File: src/rtl/mem_port_arbiter_if.sv
// Bus bundle for mem_port_arbiter: IF read port, D read/write port,
// memory-side strobe/address/data, and the busy status flag.
// master = requester/memory side, slave = arbiter side.
interface mem_port_arbiter_if #(
    parameter int Nbits = 64
);
    logic             if_req;
    logic [Nbits-1:0] if_addr;
    logic             if_gnt;
    logic             if_valid;
    logic [Nbits-1:0] if_rdata;

    logic             d_req;
    logic             d_we;
    logic [Nbits-1:0] d_addr;
    logic [Nbits-1:0] d_wdata;
    logic             d_gnt;
    logic             d_valid;
    logic [Nbits-1:0] d_rdata;

    logic             mem_en;
    logic             mem_we;
    logic [Nbits-1:0] mem_addr;
    logic [Nbits-1:0] mem_wdata;
    logic [Nbits-1:0] mem_rdata;

    logic             busy;

    modport master (
        output if_req, if_addr,
        input  if_gnt, if_valid, if_rdata,
        output d_req, d_we, d_addr, d_wdata,
        input  d_gnt, d_valid, d_rdata,
        input  mem_en, mem_we, mem_addr, mem_wdata,
        output mem_rdata,
        input  busy
    );

    modport slave (
        input  if_req, if_addr,
        output if_gnt, if_valid, if_rdata,
        input  d_req, d_we, d_addr, d_wdata,
        output d_gnt, d_valid, d_rdata,
        output mem_en, mem_we, mem_addr, mem_wdata,
        input  mem_rdata,
        output busy
    );
endinterface

File: src/rtl/mem_port_arbiter.sv
// Single-port memory arbiter shared by instruction fetch (IF, read only)
// and the data stage (D, read/write). One access in flight at a time:
// IDLE -> ISSUE -> [WAIT] -> RESP for reads, IDLE -> ISSUE for writes.
// Optional macro ARB_ROUND_ROBIN_EN: alternate winners on contention
// instead of D priority with a starvation guard for IF.
module mem_port_arbiter #(
    parameter int Nbits      = 64,
    parameter int LAT        = 2,
    parameter int STARVE_MAX = 4
) (
    input  logic               clk,
    input  logic               rst,
    mem_port_arbiter_if.slave  bus
);
    typedef enum logic [1:0] {IDLE, ISSUE, WAIT, RESP} state_t;

    localparam int CW = (LAT > 1) ? $clog2(LAT) : 1;

    state_t           state_reg, state_next;
    logic [CW-1:0]    cnt_reg, cnt_next;
    logic             grant_if, grant_d;

    logic             owner_d_reg;
    logic             we_reg;
    logic [Nbits-1:0] addr_reg;
    logic [Nbits-1:0] wdata_reg;
    logic             if_gnt_reg, d_gnt_reg;
    logic             if_valid_reg, d_valid_reg;
    logic [Nbits-1:0] if_rdata_reg, d_rdata_reg;

`ifdef ARB_ROUND_ROBIN_EN
    logic             last_d_reg;

    // Remember who won the last arbitration so contention alternates.
    always_ff @(posedge clk or negedge rst) begin
        if (!rst) begin
            last_d_reg <= 1'b0;
        end else if (grant_if || grant_d) begin
            last_d_reg <= grant_d;
        end
    end

    // Arbitrate in IDLE: on contention pick the port that lost last time.
    always_comb begin
        grant_if = 1'b0;
        grant_d  = 1'b0;
        if (state_reg == IDLE) begin
            if (bus.if_req && bus.d_req) begin
                grant_if = last_d_reg;
                grant_d  = !last_d_reg;
            end else begin
                grant_if = bus.if_req;
                grant_d  = bus.d_req;
            end
        end
    end
`else
    localparam int SW = $clog2(STARVE_MAX + 1);
    localparam logic [SW-1:0] STARVE_LIM = SW'(STARVE_MAX);

    logic [SW-1:0]    starve_reg;

    // Count IF losses under contention; any IF win clears the count.
    always_ff @(posedge clk or negedge rst) begin
        if (!rst) begin
            starve_reg <= '0;
        end else if (grant_if) begin
            starve_reg <= '0;
        end else if (grant_d && bus.if_req && starve_reg != STARVE_LIM) begin
            starve_reg <= starve_reg + 1'b1;
        end
    end

    // Arbitrate in IDLE: D has priority unless IF has lost too often.
    always_comb begin
        grant_if = 1'b0;
        grant_d  = 1'b0;
        if (state_reg == IDLE) begin
            if (bus.if_req && bus.d_req) begin
                grant_if = (starve_reg == STARVE_LIM);
                grant_d  = (starve_reg != STARVE_LIM);
            end else begin
                grant_if = bus.if_req;
                grant_d  = bus.d_req;
            end
        end
    end
`endif

    // FSM state and latency counter register.
    always_ff @(posedge clk or negedge rst) begin
        if (!rst) begin
            state_reg <= IDLE;
            cnt_reg   <= '0;
        end else begin
            state_reg <= state_next;
            cnt_reg   <= cnt_next;
        end
    end

    // Next-state logic; WAIT holds for LAT-1 cycles so RESP lines up with mem_rdata.
    always_comb begin
        state_next = state_reg;
        cnt_next   = cnt_reg;
        case (state_reg)
            IDLE: begin
                if (grant_if || grant_d) state_next = ISSUE;
            end
            ISSUE: begin
                if (we_reg) begin
                    state_next = IDLE;
                end else if (LAT == 1) begin
                    state_next = RESP;
                end else begin
                    state_next = WAIT;
                    cnt_next   = CW'(LAT - 1);
                end
            end
            WAIT: begin
                cnt_next = cnt_reg - 1'b1;
                if (cnt_reg == CW'(1)) state_next = RESP;
            end
            RESP: begin
                state_next = IDLE;
            end
            default: state_next = IDLE;
        endcase
    end

    // Latch the winning request, pulse gnt/valid, capture read data in RESP.
    always_ff @(posedge clk or negedge rst) begin
        if (!rst) begin
            owner_d_reg  <= 1'b0;
            we_reg       <= 1'b0;
            addr_reg     <= '0;
            wdata_reg    <= '0;
            if_gnt_reg   <= 1'b0;
            d_gnt_reg    <= 1'b0;
            if_valid_reg <= 1'b0;
            d_valid_reg  <= 1'b0;
            if_rdata_reg <= '0;
            d_rdata_reg  <= '0;
        end else begin
            if_gnt_reg   <= grant_if;
            d_gnt_reg    <= grant_d;
            if_valid_reg <= 1'b0;
            d_valid_reg  <= 1'b0;
            if (grant_if) begin
                owner_d_reg <= 1'b0;
                we_reg      <= 1'b0;
                addr_reg    <= bus.if_addr;
            end
            if (grant_d) begin
                owner_d_reg <= 1'b1;
                we_reg      <= bus.d_we;
                addr_reg    <= bus.d_addr;
                wdata_reg   <= bus.d_wdata;
            end
            if (state_reg == ISSUE && we_reg) begin
                d_valid_reg <= 1'b1;
            end
            if (state_reg == RESP) begin
                if (owner_d_reg) begin
                    d_valid_reg <= 1'b1;
                    d_rdata_reg <= bus.mem_rdata;
                end else begin
                    if_valid_reg <= 1'b1;
                    if_rdata_reg <= bus.mem_rdata;
                end
            end
        end
    end

    assign bus.mem_en    = (state_reg == ISSUE);
    assign bus.mem_we    = (state_reg == ISSUE) && we_reg;
    assign bus.mem_addr  = addr_reg;
    assign bus.mem_wdata = wdata_reg;
    assign bus.busy      = (state_reg != IDLE);
    assign bus.if_gnt    = if_gnt_reg;
    assign bus.d_gnt     = d_gnt_reg;
    assign bus.if_valid  = if_valid_reg;
    assign bus.d_valid   = d_valid_reg;
    assign bus.if_rdata  = if_rdata_reg;
    assign bus.d_rdata   = d_rdata_reg;
endmodule

File: src/flat_wrapper.sv
// flat-port wrapper written by rule: the top's interface ports become plain ports
module mem_port_arbiter_flat 
#(
    parameter int Nbits      = 64,
    parameter int LAT        = 2,
    parameter int STARVE_MAX = 4
)
  (clk, rst, bus_if_req, bus_if_addr, bus_if_gnt, bus_if_valid, bus_if_rdata, bus_d_req, bus_d_we, bus_d_addr, bus_d_wdata, bus_d_gnt, bus_d_valid, bus_d_rdata, bus_mem_en, bus_mem_we, bus_mem_addr, bus_mem_wdata, bus_mem_rdata, bus_busy);
  mem_port_arbiter_if #(.Nbits(Nbits)) bus_i ();
  input  logic clk;
  input  logic rst;
  input wire logic [$bits(bus_i.if_req)-1:0] bus_if_req;
  input wire logic [$bits(bus_i.if_addr)-1:0] bus_if_addr;
  output wire logic [$bits(bus_i.if_gnt)-1:0] bus_if_gnt;
  output wire logic [$bits(bus_i.if_valid)-1:0] bus_if_valid;
  output wire logic [$bits(bus_i.if_rdata)-1:0] bus_if_rdata;
  input wire logic [$bits(bus_i.d_req)-1:0] bus_d_req;
  input wire logic [$bits(bus_i.d_we)-1:0] bus_d_we;
  input wire logic [$bits(bus_i.d_addr)-1:0] bus_d_addr;
  input wire logic [$bits(bus_i.d_wdata)-1:0] bus_d_wdata;
  output wire logic [$bits(bus_i.d_gnt)-1:0] bus_d_gnt;
  output wire logic [$bits(bus_i.d_valid)-1:0] bus_d_valid;
  output wire logic [$bits(bus_i.d_rdata)-1:0] bus_d_rdata;
  output wire logic [$bits(bus_i.mem_en)-1:0] bus_mem_en;
  output wire logic [$bits(bus_i.mem_we)-1:0] bus_mem_we;
  output wire logic [$bits(bus_i.mem_addr)-1:0] bus_mem_addr;
  output wire logic [$bits(bus_i.mem_wdata)-1:0] bus_mem_wdata;
  input wire logic [$bits(bus_i.mem_rdata)-1:0] bus_mem_rdata;
  output wire logic [$bits(bus_i.busy)-1:0] bus_busy;
  assign bus_i.if_req = bus_if_req;
  assign bus_i.if_addr = bus_if_addr;
  assign bus_if_gnt = bus_i.if_gnt;
  assign bus_if_valid = bus_i.if_valid;
  assign bus_if_rdata = bus_i.if_rdata;
  assign bus_i.d_req = bus_d_req;
  assign bus_i.d_we = bus_d_we;
  assign bus_i.d_addr = bus_d_addr;
  assign bus_i.d_wdata = bus_d_wdata;
  assign bus_d_gnt = bus_i.d_gnt;
  assign bus_d_valid = bus_i.d_valid;
  assign bus_d_rdata = bus_i.d_rdata;
  assign bus_mem_en = bus_i.mem_en;
  assign bus_mem_we = bus_i.mem_we;
  assign bus_mem_addr = bus_i.mem_addr;
  assign bus_mem_wdata = bus_i.mem_wdata;
  assign bus_i.mem_rdata = bus_mem_rdata;
  assign bus_busy = bus_i.busy;
  mem_port_arbiter #(.Nbits(Nbits), .LAT(LAT), .STARVE_MAX(STARVE_MAX)) u_core (.clk(clk), .rst(rst), .bus(bus_i));
endmodule
File: config.mk
export PLATFORM = sky130hd
export DESIGN_NAME = mem_port_arbiter_flat
export DESIGN_NICKNAME = d
export VERILOG_FILES = /design/src/rtl/mem_port_arbiter_if.sv /design/src/rtl/mem_port_arbiter.sv /design/src/flat_wrapper.sv
export SDC_FILE = /design/constraint.sdc
export NUM_CORES = 1
export LEC_CHECK = 0
export ABC_AREA = 0
export CORE_MARGIN = 5
export CORE_UTILIZATION = 30
export DETAILED_ROUTE_END_ITERATION = 16
export SYNTH_ARGS = -nofsm -noshare
export SYNTH_HDL_FRONTEND = slang
export SYNTH_SLANG_ARGS = --single-unit
File: constraint.sdc
create_clock -name clk -period 2 [get_ports clk]
set_input_delay 0.4 -clock clk [delete_from_list [all_inputs] [get_ports clk]]
set_output_delay 0.4 -clock clk [all_outputs]
set_load 0.05 [all_outputs]
==> results by group <==
Outcome
  – Outcome: finished with violations
  – Failing checks: setup timing

Synth
  – Complex-gate fraction of the synthesized area: 12.7%
  – Simple-Gate Fraction of Synth Area: 1.27%
  – Syn Inst Count: between 800 and 900
  – Post-Synth XOR/XNOR Area: 0%
  – Adder-Cell Fraction of Synth Area: 0.222%
  – Largest family of logic cells by synthesized area: multiplexers
  – Ys async rst share: 100%
  – Top_reg_cell synth: dfrtp_1
  – Synthesized net count: between 1k and 1.5k
  – Top cells by area, synth: dfrtp_1, mux2_2, mux2_4
  – Syn_area_per_cell: 13.6 um2
  – Cell taking the most area after synthesis: dfrtp_1
  – Synth top area share: 59.5%
  – Mapped Area: 11,300 um2
  – EDFF count, synth: 0
  – Seq/Total Area, Yosys: 59.5%
  – Yosys reg bits: 268
  – Warnings, synthesis: 0
  – Synth cell types: 29
  – Post-synthesis mux area share: 20.7%

Finish
  – Syn-to-layout area delta: 59.9%
  – Filler cells: 3,466
  – Sequential cell area: 6710 um2
  – Most common cell after layout, fill and taps aside: dfrtp_1
  – Area of the multi-input gates: slightly below 4000 um2
  – Nets: between 1.5k and 2k
  – Share of layout cells above drive strength 1: 25.9%
  – Commonest cells after routing, fill and taps aside: dfrtp_1, clkdlybuf4s50_1, dlygate4sd2_1
  – Final Instance Area: between 15,000 and 20,000 um2

CTS
  – CTS Sinks: 268
  – Htree depth: 1
  – Clock Path Buffers: 3
  – CTS Buf Count: 30
  – Clk slew on worst S/H paths: 60 ps
  – Root Buffer: clkbuf_16
  – CTS tree: done
  – Worst-skew pair later-pin latency: 560 ps

Timing
  – Final hold violations: 0
  – Highest clock rate: ~0.50 GHz
  – Final WS setup: -9.48 ps
  – Worst slew margin: about three fifths
  – Max Slew Vio Count: 0
  – Worst-margin pin slew: 590 ps
  – Setup-failing EPs final: 2
  – Clock Skews: 21.5 ps
  – Fin Setup TNS: -13.1 ps
  – RSZ-0062 raised after global routing: yes
  – Final cycle utilization of the critical path: 100%
  – Fin crit period: 2010 ps

Floorplanning
  – IO Pins: 524
  – Row count: 71
  – DIE WIDTH: roughly 200 um
  – Die span in y: 204 um
  – Initial Utilization: roughly 30%
  – Die Footprint: 41,600 um2
  – Core Region: 37,400 um2

Placement
  – Placement Cell Area: around 17,000 um2
  – GPL Wtd Cong: about 0.80
  – Port Buffer Count: 523
  – HPWL after DPL: 29,100 um

Detailed routing
  – Routed len/inst: around 21 um
  – DRT iter0 DRCs: about 370
  – Drt via density: 4.82
  – Total number of vias: between 9k and 10k
  – Post-route ant nets: 0
  – DRC: 0
  – First-pass iteration count of the detailed router: 5
  – Post-Route WL: 39,600 um

Hold path
  – Worst Hold Class: input pin to flip-flop
  – Worst hold path endpoint: u_core.starve_reg[0]
  – Hold Crit Start: bus_if_req
  – Hold path cells: 3

Global route
  – Vias in the first global route: around 9.7k
  – Initial antenna violation count: 3
  – Total track usage: 18.1%
  – Largest net degree at the start of global routing: 65
  – Global-route wire length before repair: ~60,000 um
  – GR Overflow Total: 0

Critical path
  – Worst Setup Path Type: flip-flop to output port
  – Startpoint class of the critical path: flip-flop
  – Critical Path, Cell by Cell: nor2_8 -> inv_4 -> buf_12 -> buf_12
  – Buffers and inverters on the worst path: 3
  – Max incr delay on CP: 500 ps
  – R2r endpoint: u_core.bus.mem_addr[4]
  – Worst Reg-to-Reg Cells: 7
  – Slowest-stage cell, CP: dfrtp_2
  – Worst EP required: 1600 ps
  – Largest delay share family, worst path: flip-flops
  – Setup slack, reg-to-reg: 220 ps
  – Crit path DAT: roughly 1600 ps
  – R2R Path Start: u_core.starve_reg[0]
  – Worst-path fanout max: 19
  – Endpoint class of the critical path: output port
  – Top cell by count, worst path: buf_12

Flow run
  – # Max-Cap Violations: 0

Power and ir drop
  – Max VDD drop: between 1 and 1.5 mV
  – LEAKAGE: approximately 8 nW
  – PwrDens: just under 2000 nW/um2
-- cells by family (layout without fill, tap and decap cells) --
logic type,after synthesis,in the layout
adders and majority gates,2,2
other,0,2
DFF,268,268
muxes,192,192
AOI/OAI and AO/OA,203,203
and+or+nand+nor,23,23
buffers and inverters,142,686
-- timing repair --
item	in CTS	in global routing
resized for setup	205	5
endpoints found under the setup margin	203	2
pin swaps	0	1
gates cloned	0	1
hold buffers	1	0
buffers inserted	2	5
hold endpoints to repair	41	0
-- worst max-delay path by stage --
stage,start,to,slack (ps),cells past startpoint
6_report,flip-flop,bus_busy,-9,4
5_1_grt,u_core.state_reg[0],bus_mem_we,-90,4
4_1_cts,flip-flop,bus_busy,-190,4
3_5_place_dp,bus_d_req,u_core.state_reg[0],80,4
3_3_place_gp,bus_d_req,u_core.state_reg[0],60,4
2_1_floorplan,flip-flop,bus_mem_we,110,3
-- worst min-delay path: stages --
cell and delay, ps:
buf_2 160, nand3_1 100, o21ai_0 70
-- Yosys cell counts, types with 2 or more instances --
master,number
nor2_1,3
clkbuf_1,39
o21ai_0,70
buf_6,6
o211ai_1,65
nand3_1,3
ha_1,2
mux2_2,146
nand2b_1,3
nand2_1,5
buf_4,11
and2_1,2
buf_2,15
mux2_4,46
inv_1,70
dfrtp_1,268
o2111ai_1,64
-- where the power goes --
| part | switching [mW] | leakage [nW] | internal [mW] |
|---|---|---|---|
| sequential | 1.45 | 3.19 | 8.17 |
| clock | 2.28 | 0.495 | 3.42 |
| combinational | 13.8 | 4.43 | 6.53 |
| total | 17.6 | 8.11 | 18.1 |
-- metal layers --
layer | vias up | track usage (%) | routed length [um]
met5 | - | 0 | 13
met4 | 2 | 4.75 | 1020
met3 | 70 | 6.41 | 3860
met2 | 427 | 30.1 | 19100
met1 | 4522 | 22.4 | 15600
li1 | 4076 | - | -
-- per-stage QoR --
step	instances	power [mW]	hold WS (ps)	setup WS (ps)	util [%]
6_report	1887	35.7	210	-9.48	48.2
5_1_grt	1887	37.3	212	-85.2	48.2
4_1_cts	1879	35.9	175	-194	48.0
3_5_place_dp	1823	31.5	349	79.6	45.8
3_3_place_gp	1823	31.3	351	61.0	45.8
2_1_floorplan	830	23.6	104	109	-
-- layout make-up --
cell class                 instances  area share, %
sequential                       268           37.2
timing repair buffer             562           30.1
multi-input combinational        420           22.0
clock buffer                      38           4.55
tap                              511           3.55
inverter                          71           1.49
clock inverter                    15           1.12
antenna                            2         0.0278
Power figures use the tool's default switching activity.
==> RTL change: new RTL, same settings <==
`STARVE_MAX` is set to 4 in 2 places; all go to 8.
--- a/src/rtl/mem_port_arbiter.sv
+++ b/src/rtl/mem_port_arbiter.sv
@@ -8,3 +8,3 @@
     parameter int LAT        = 2,
-    parameter int STARVE_MAX = 4
+    parameter int STARVE_MAX = 8
 ) (
--- a/src/flat_wrapper.sv
+++ b/src/flat_wrapper.sv
@@ -5,3 +5,3 @@
     parameter int LAT        = 2,
-    parameter int STARVE_MAX = 4
+    parameter int STARVE_MAX = 8
 )
Function: same outputs for any inputs over 4 cycles, from zero or initial values and one cycle with rst low; that may be too few to reach the edited logic, so the function may still have changed.
==> RTL change against the original RTL <==
- register-to-register slack worse by 0.12 ns
- via count grew 0.62%
- synthesized area hardly changed
- power rose by 0.10%
- clock power up 3%
- worst setup slack better by 0.011 ns
- hold slack hardly changed
- design area increased by 1.0%
- die area about the same
- cell count increased by 1.3%
- routed wire length grew 0.49%
- sequential cell count grew 1
- critical path type unchanged
==> RTL change: results (changes against the original RTL) <==
| Metric | Value |
|---|---|
| Met2 WL | 19280 µm (+0.91%) |
| Met2 usage | 0.3040 (+0.002977) |
| Total track usage | 0.1789 (-0.001601) |
| Reg power frac | 0.268 (-0.002) |
| Clock Sinks | 269 (+0.37%) |
| Initial DRC Count | 323 (-12%) |
| Clk pwr | 0.00587 W (+3%) |
| Seq. pwr | 0.00958 W (-0.4%) |
| Max Clock Freq | 500.4 MHz (+0.55%) |
| Fraction of layout cells with a size suffix above 1 | 0.2543 (-0.004812) |
| Status | complete, no violations |
| Pre-CTS WS | 0.02489 ns (-0.05469 ns) |
| # nets final | 1640 (+1.5%) |
| M1 WL | 15490 µm (-0.71%) |
| Via/cell ratio | 4.787 (-0.70%) |
| Non-Clock Buffer Count | 581 (+3.4%) |
| Post-DR wirelength/cell | 20.81 µm (-0.82%) |
| Antenna cells | 1 (-1) |
| Area after DPL | 17160 µm² (about the same) |
| Placed insts | 1841 (+0.99%) |
| Worst Tran Pin Value | 0.7189 ns (+0.1291 ns) |
| Area fraction in compound gates after synthesis | 0.1369 (+0.01024) |
| Final non-clock buffer share | 0.3049 (+0.004363) |
| Area of the multi-input gates | 3945 µm² (-0.60%) |
| Met1 GRT Util | 0.2189 (-0.005117) |
| Vias in the first global route | 9723 (-0.051%) |
| Gates resized, CTS repair | 199 (-2.9%) |
| Syn Std Cell Area | 11260 µm² (about the same) |
| Syn Nets | 1097 (+0.37%) |
| Psw | 0.01753 W (-0.17%) |
| Clock buffer count | 46 (+21%) |
| Synth area leaders | dfrtp_1 60%, mux2_2 14%, mux2_1 5.4% |
| Met3 Use GR | 0.05867 (-0.005433) |
| Setup bufs post-CTS | 1 (-1) |
| Part of the Yosys area used for sequential elements | 0.5976 (+0.002816) |
| Setup Skew | 0.009332 ns (-0.01221 ns) |
| Proportion of cell area occupied by registers | 0.3696 (-0.002408) |
| CTS buffer count | 31 (+3.3%) |
| Leakage | 8.123 nW (+0.12%) |
| Non-clk invs | 69 (-2.8%) |
| Multi-In Gates | 425 (+1.2%) |
| Commonest cells in the netlist | 269 x dfrtp_1, 138 x mux2_2, 68 x o21ai_0, 67 x inv_1, 63 x o2111ai_1 |
| Post-Layout Cell Count | 1912 (+1.3%) |
[RTL change: changes by cell type in the layout (fill, tap and decap cells not counted), sizes merged, moves of 2 or more]
cell	before	now
dlygate4sd2	200	188
clkbuf	39	49
buf	102	131
o21ai	70	68
nor2b	1	3
o211ai	65	63
inv	72	70
clkinv	7	4
[RTL change: final timing paths]
check | cells after the start | slack, ns | end
worst max-delay path | 4 | 0.001 | bus_mem_we
worst min-delay path | 3 | 0.21 | u_core.starve_reg[0]$_DFFE_PN0P_
worst max register to register | 7 | 0.10 | u_core.bus.mem_wdata[51]$_DFFE_PN0N_
worst min register to register | 1 | 0.48 | u_core.bus.mem_wdata[34]$_DFFE_PN0N_
max in group asynchronous | 4 | 0.92 | u_core.starve_reg[1]$_DFFE_PN0P_
min in group asynchronous | 2 | 0.33 | u_core.bus.mem_addr[27]$_DFFE_PN0P_
[RTL change: worst max-delay path: stages, from the launching register on]
cell and delay (ns):
dfrtp_2 0.47, buf_6 0.16, nor2b_4 0.10, and2_4 0.17, buf_12 0.14
